===== config.mk =====
export PLATFORM = sky130hd
export DESIGN_NAME = pipelined_csa_acc
export DESIGN_NICKNAME = d
export VERILOG_FILES = /design/src/rtl/pipelined_csa_acc.sv
export SDC_FILE = /design/constraint.sdc
export NUM_CORES = 1
export LEC_CHECK = 0
export ABC_AREA = 1
export CAP_MARGIN = 20
export CORE_UTILIZATION = 60
export DETAILED_ROUTE_END_ITERATION = 8
export DONT_BUFFER_PORTS = 1
export PLACE_DENSITY = 0.8
export SETUP_SLACK_MARGIN = 0.4
export SYNTH_ARGS = -nofsm -noshare
export SYNTH_HDL_FRONTEND = slang
export SYNTH_SLANG_ARGS = --single-unit

===== constraint.sdc =====
create_clock -name clk -period 4.8 [get_ports clk]
set_input_delay 1.2 -clock clk [delete_from_list [all_inputs] [get_ports clk]]
set_output_delay 1.2 -clock clk [all_outputs]
set_load 0.05 [all_outputs]

===== src/rtl/pipelined_csa_acc.sv =====
// pipelined_csa_acc: framed signed accumulator that keeps a carry-save sum during
// the frame and resolves it with one carry-propagate add before presenting the result.
module pipelined_csa_acc #(
    parameter int IN_W      = 16,
    parameter int ACC_W     = 40,
    parameter int MAX_TERMS = 256,
    localparam int CNT_W    = $clog2(MAX_TERMS + 1)
) (
    input  logic             clk,
    input  logic             rst_n,
    input  logic             clr,
    input  logic             in_valid,
    output logic             in_ready,
    input  logic [IN_W-1:0]  in_data,
    input  logic             in_last,
    output logic             out_valid,
    input  logic             out_ready,
    output logic [ACC_W-1:0] out_data,
    output logic [CNT_W-1:0] out_count,
    output logic             out_trunc
);
    if (ACC_W < IN_W + $clog2(MAX_TERMS)) begin : g_bad_cfg
        $fatal(1, "ACC_W too narrow for IN_W and MAX_TERMS");
    end

    typedef enum logic [1:0] {IDLE, ACCUM, RESOLVE, OUT} state_t;

    state_t             state_q;
    logic [ACC_W-1:0]   sum_q, carry_q, sum_d, carry_d;
    logic [ACC_W-1:0]   x, c_sh, s_in, c_in;
    logic [CNT_W-1:0]   cnt_q, cnt_d;
    logic               trunc_q, trunc_d;
    logic               out_valid_q, out_trunc_q;
    logic [ACC_W-1:0]   out_data_q;
    logic [CNT_W-1:0]   out_count_q;
    logic               first, accept, close;

    assign in_ready  = (state_q == IDLE) || (state_q == ACCUM);
    assign out_valid = out_valid_q;
    assign out_data  = out_data_q;
    assign out_count = out_count_q;
    assign out_trunc = out_trunc_q;

    // The first beat of a frame starts from a zero redundant pair.
    always_comb begin
        x       = {{(ACC_W-IN_W){in_data[IN_W-1]}}, in_data};
        c_sh    = {carry_q[ACC_W-2:0], 1'b0};
        first   = state_q == IDLE;
        s_in    = first ? '0 : sum_q;
        c_in    = first ? '0 : c_sh;
        sum_d   = s_in ^ c_in ^ x;
        carry_d = (s_in & c_in) | (s_in & x) | (c_in & x);
        cnt_d   = (first ? '0 : cnt_q) + CNT_W'(1);
        close   = in_last || (cnt_d == CNT_W'(MAX_TERMS));
        trunc_d = (cnt_d == CNT_W'(MAX_TERMS)) && !in_last;
        accept  = in_valid && in_ready && !clr;
    end

    always_ff @(posedge clk or negedge rst_n) begin
        if (!rst_n) begin
            state_q     <= IDLE;
            sum_q       <= '0;
            carry_q     <= '0;
            cnt_q       <= '0;
            trunc_q     <= 1'b0;
            out_valid_q <= 1'b0;
            out_data_q  <= '0;
            out_count_q <= '0;
            out_trunc_q <= 1'b0;
        end else if (clr) begin
            state_q     <= IDLE;
            sum_q       <= '0;
            carry_q     <= '0;
            cnt_q       <= '0;
            trunc_q     <= 1'b0;
            out_valid_q <= 1'b0;
        end else begin
            case (state_q)
                IDLE, ACCUM: if (accept) begin
                    sum_q   <= sum_d;
                    carry_q <= carry_d;
                    cnt_q   <= cnt_d;
                    trunc_q <= trunc_d;
                    state_q <= close ? RESOLVE : ACCUM;
                end
                RESOLVE: begin
                    out_data_q  <= sum_q + c_sh;
                    out_count_q <= cnt_q;
                    out_trunc_q <= trunc_q;
                    out_valid_q <= 1'b1;
                    state_q     <= OUT;
                end
                default: if (out_ready) begin
                    out_valid_q <= 1'b0;
                    state_q     <= IDLE;
                end
            endcase
        end
    end
endmodule


* After elaboration in Yosys (flattened, before gate mapping)
Cells that the tools add are included.
** Storage, ports and cells
- Logic and storage cells :: 64
- Flip-flop bits (word level) :: 142
** Cells by class
- Eq/ne operators :: 5
- Mux-type cells :: 23
- Reduce and logical (&&, ||, !) cells :: 17
- Bitwise logic cells :: 8
- Add/subtract/negate cells :: 2
** Operators with widths (number)
- 40-bit two-way mux :: 5
- 39-bit bitwise AND :: 3
- 39-bit two-way mux :: 3
- 40-bit XOR :: 2
- 39-bit bitwise OR :: 2
- 40-bit adder :: 1
- 9-bit two-way mux :: 4
- 9-bit by 1-bit adder with 9-bit output (second input constant) :: 1
- 9-bit equality test (second input constant) :: 1
- 2-bit two-way mux :: 4
- 2-bit AND reduction :: 4
- 1-bit two-way mux :: 5
- 2-bit case mux with 2 select lines :: 1
- 2-bit nonzero test :: 2
- 4-bit nonzero test :: 1
- 1-bit logical AND :: 3
- 3-bit inequality test (second input constant) :: 1
- 3-bit nonzero test :: 1
- 2-bit by 1-bit equality test with 1-bit output (second input constant) :: 1
- 2-bit equality test (second input constant) :: 1
- 1-bit logical NOT :: 2
- 2-bit logical NOT :: 1
- 1-bit logical OR :: 2
- 2-bit inequality test (second input constant) :: 1
- other kinds (3) :: 3

* Longest topological paths before layout
- Depth after elaboration :: 9
- Depth in mapped cells :: 15
- Depth with buffers taken out :: 15

* Least setup slack after synthesis
OpenSTA, ideal clock, no wires.
- Kind :: input port to flip-flop
- From :: input port in_data[15]
- To :: register sum_q[38]
- Required time :: 4717 ps
- Setup slack :: 1849 ps
- Library setup time :: 83 ps
- Buffers on the path :: 0
- Cell stages on the path :: 3
- Data arrival time :: 2869 ps
- Path through :: inv_1 -> fa_1 -> o21ai_0
** On the way
- Cells in the longest elaborated chain, start to end :: 4
** Ends and longest elaborated chain
- from (decl) :: line 14 : input logic [IN_W-1:0] in_data,
- 40-bit XOR :: line 51 : sum_d = s_in ^ c_in ^ x;
- 40-bit two-way mux :: line 79 : IDLE, ACCUM: if (accept) begin
- 40-bit two-way mux :: line 78 : case (state_q)
- 40-bit two-way mux :: line 70 : end else if (clr) begin
- to (signal assigned) :: line 80 : sum_q <= sum_d;
- to (decl) :: line 29 : logic [ACC_W-1:0] sum_q, carry_q, sum_d, carry_d;
No other way between the ends. The select of a mux whose other input is x is not followed.
A chain may end at the register's enable or synchronous reset.

* Worst setup path in the final report
- From :: register state_q[1]
- To :: register sum_q[12]
** RTL lines
- from (decl) :: line 28 : state_t state_q;
- from (signal assigned) :: line 84 : state_q <= close ? RESOLVE : ACCUM;
- 2-bit by 1-bit equality test with 1-bit output or 2-bit logical NOT (tied branches) :: line 38 : assign in_ready = (state_q == IDLE) || (state_q == ACCUM);
- 1-bit logical OR (*) :: line 38
- named net in_ready :: line 13 : output logic in_ready,
- 1-bit logical AND (*) (2 in series) :: line 56 : accept = in_valid && in_ready && !clr;
- 2-bit nonzero test (no source line) (*)
- 2-bit AND reduction (no source line) (*)
The timed path passes the listed nets; every way through them passes the cells marked *. The select of a mux whose other input is x is not followed.

==> results.json <==
{
  "gp_congestion": 0.924,
  "synth.top_cell.area_share_pct": 39.0,
  "crit_arrival_ns": 3.12,
  "yosysWarnings": 0,
  "core_area_um2": 14700,
  "drt_iter0_drc": 739,
  "syn_nets": 1260,
  "holdBufCountCts": 0,
  "drive_above_1_share_pct": 5.39,
  "power_leakage_nw": 4.38,
  "cts-resized-gates": 0,
  "numCtsBuffers": 17,
  "ys_seq_elements": 142,
  "ir_drop_v": 0.000355,
  "crit_family": "simple AND/OR/NAND/NOR gates",
  "path_class": "register to register",
  "ys.flop_type": "dfrtp_1",
  "final.setup.tns_ns": 0,
  "antenna_found_initial": 0,
  "cts_buffer_depth": 2,
  "post_drt_wl_per_cell_um": 17.1,
  "r2r-start": "state_q[1]",
  "cts_sinks": 142,
  "cts_setup_buffers": 0,
  "fin_worst_skew_ns": 0.00791,
  "synthCells": 1159,
  "dieArea_um2": 15700,
  "max_slew_margin_pct": 36.0,
  "dr.pass1.iters": 7,
  "grt_max_degree": 143,
  "violations": "design-rule violations",
  "num_antenna_cells": 0,
  "htreeDepth": 4,
  "slowest_delay_ns": 0.74,
  "rsz0062_at_grt": "no",
  "placed_cell_area_um2": 9180,
  "ant_nets": 0,
  "wirelength_um": 22800,
  "vias": 7995,
  "synth_area_per_cell_um2": 7.87,
  "clock_latency_ns": 0.43,
  "areaGrowthSynthToFinish_pct": 7.16,
  "max_cap_violations": 0,
  "yosysTopAreaCell": "dfrtp_1",
  "period_needed_ns": 2.85,
  "vias_per_cell": 5.99,
  "synth-async-reset-ratio_pct": 100,
  "grt_use_total_pct": 31.3,
  "drv_slew": 0,
  "setup_violations": 0,
  "grt_pass1_wl_um": 38700,
  "power_density_nw_per_um2": 359,
  "row_count": 44,
  "start_util_pct": 62.0,
  "synthesis.area_um2": 9120,
  "end_kind": "register",
  "critPathRequiredTime_ns": 5.08,
  "die_height_um": 125,
  "synth_edf_count": 0,
  "ys_top_cells_by_count": "332 x nand2_1, 142 x dfrtp_1, 124 x nand3_1, 100 x o21ai_0, 72 x inv_1",
  "route.detailed.drc": 10,
  "worstSetupStartpointType": "register",
  "io_buffers": 0,
  "overflow": 0,
  "final_nets": 1238,
  "critPathMaxFanout": 47,
  "place_hpwl_um": 16200,
  "ys_types": 43,
  "hold_viol_final": 0,
  "outcome": "finished, violations left",
  "grt_pass1_vias": 7522,
  "yosysMostFrequentCell": "nand2_1",
  "crit_start": "state_q[1]",
  "hp-class": "primary input to asynchronous set/reset pin",
  "ys_seq_area_share_pct": 39.0,
  "clkTransAtPathRegs_ns": 0.06,
  "cpMaxStageDelayCell": "nand2_2",
  "stdcell_area_um2": 9770,
  "clockRootBuffer": "clkbuf_16",
  "fin_crit_sh_pct": 59.3,
  "fin_util_pct": 66.5,
  "path_cells": "inv_2 > nand2_2 > buf_4 > nand2_1 > fa_1 > o21ai_0",
  "cp_num_buf_inv": 2,
  "ios": 74,
  "fp.dieW_um": 125,
  "fmaxAchievable_mhz": 351,
  "worst_slew_pin_slew_ns": 0.957,
  "tritoncts": "built",
  "ys_top_cells_by_area": "dfrtp_1 39%, nand2_1 14%, fa_1 8.6%, nand3_1 6.8%, ha_1 5.5%"
}
-- layout by cell type (no fill, tap or decap), types with 36 or more instances in the layout --
| master | Yosys | final |
|---|---|---|
| ha_1 | 40 | 40 |
| fa_1 | 39 | 39 |
| nor2_1 | 67 | 67 |
| a21oi_1 | 55 | 55 |
| dfrtp_1 | 142 | 142 |
| nand2_1 | 332 | 331 |
| o21ai_1 | 36 | 36 |
| o21ai_0 | 100 | 100 |
| nand3_1 | 124 | 124 |
| inv_1 | 72 | 70 |
-- kinds of logic (layout without fill, tap and decap cells) --
kind of cell / Yosys count / in the layout / share of synthesized area (%)
AND/OR/NAND/NOR: 578 / 578 / 27.3
AO/OA/AOI/OAI: 219 / 219 / 12.7
flip-flops: 142 / 142 / 39.0
buffers and inverters: 127 / 118 / 5.60
adder cells (fa/ha/maj): 79 / 79 / 14.1
XOR/XNOR: 14 / 14 / 1.35
-- cell type report --
cell class	count	area, um2
Fill cell	1278	4930
Timing Repair Buffer	6	45.0
Inverter	80	300
Multi-Input combinational cell	890	5050
Tap cell	184	230
Clock inverter	14	156
Sequential cell	142	3550
Clock buffer	18	429
-- registers in the layout, indices dropped and copies added (netlist names) --
name,flops
carry_q,39
out_trunc,1
state_q,2
trunc_q,1
out_count,9
out_valid,1
sum_q,40
cnt_q,9
out_data,40
-- through the flow --
stage | hold WS (ns) | setup slack (ns) | total power (W) | std cells
floorplan | 0.483 | 1.85 | 0.00207 | 1159
global placement | 0.511 | 1.61 | 0.00217 | 1302
detailed placement | 0.511 | 1.58 | 0.00219 | 1302
CTS | 0.446 | 1.97 | 0.00352 | 1334
global route | 0.447 | 1.74 | 0.00364 | 1334
finish | 0.463 | 1.95 | 0.00350 | 1334
-- metal layers --
layer  track usage (%)  share of wire (%)
met5                 0                  0
met4              7.46                1.2
met3              5.69                6.9
met2              48.4                 46
met1              45.9                 46
-- where the power goes --
| group | switching, W | internal (W) |
|---|---|---|
| combinational | 0.000290 | 0.000135 |
| sequential | 0.000428 | 0.00132 |
| clock | 0.000560 | 0.000774 |
| total | 0.00128 | 0.00223 |
-- worst paths after layout --
path / endpoint / slack (ns) / cells after the start
worst max-delay path: sum_q[12] / 1.95 / 6
worst min-delay path: out_trunc / 0.46 / 0
worst max register to register: sum_q[12] / 1.95 / 6
worst min register to register: trunc_q / 0.53 / 2
max in group asynchronous: sum_q[26] / 4.17 / 0
min in group clk: trunc_q / 0.53 / 2
Note: power is estimated with default switching activity, not from simulation.
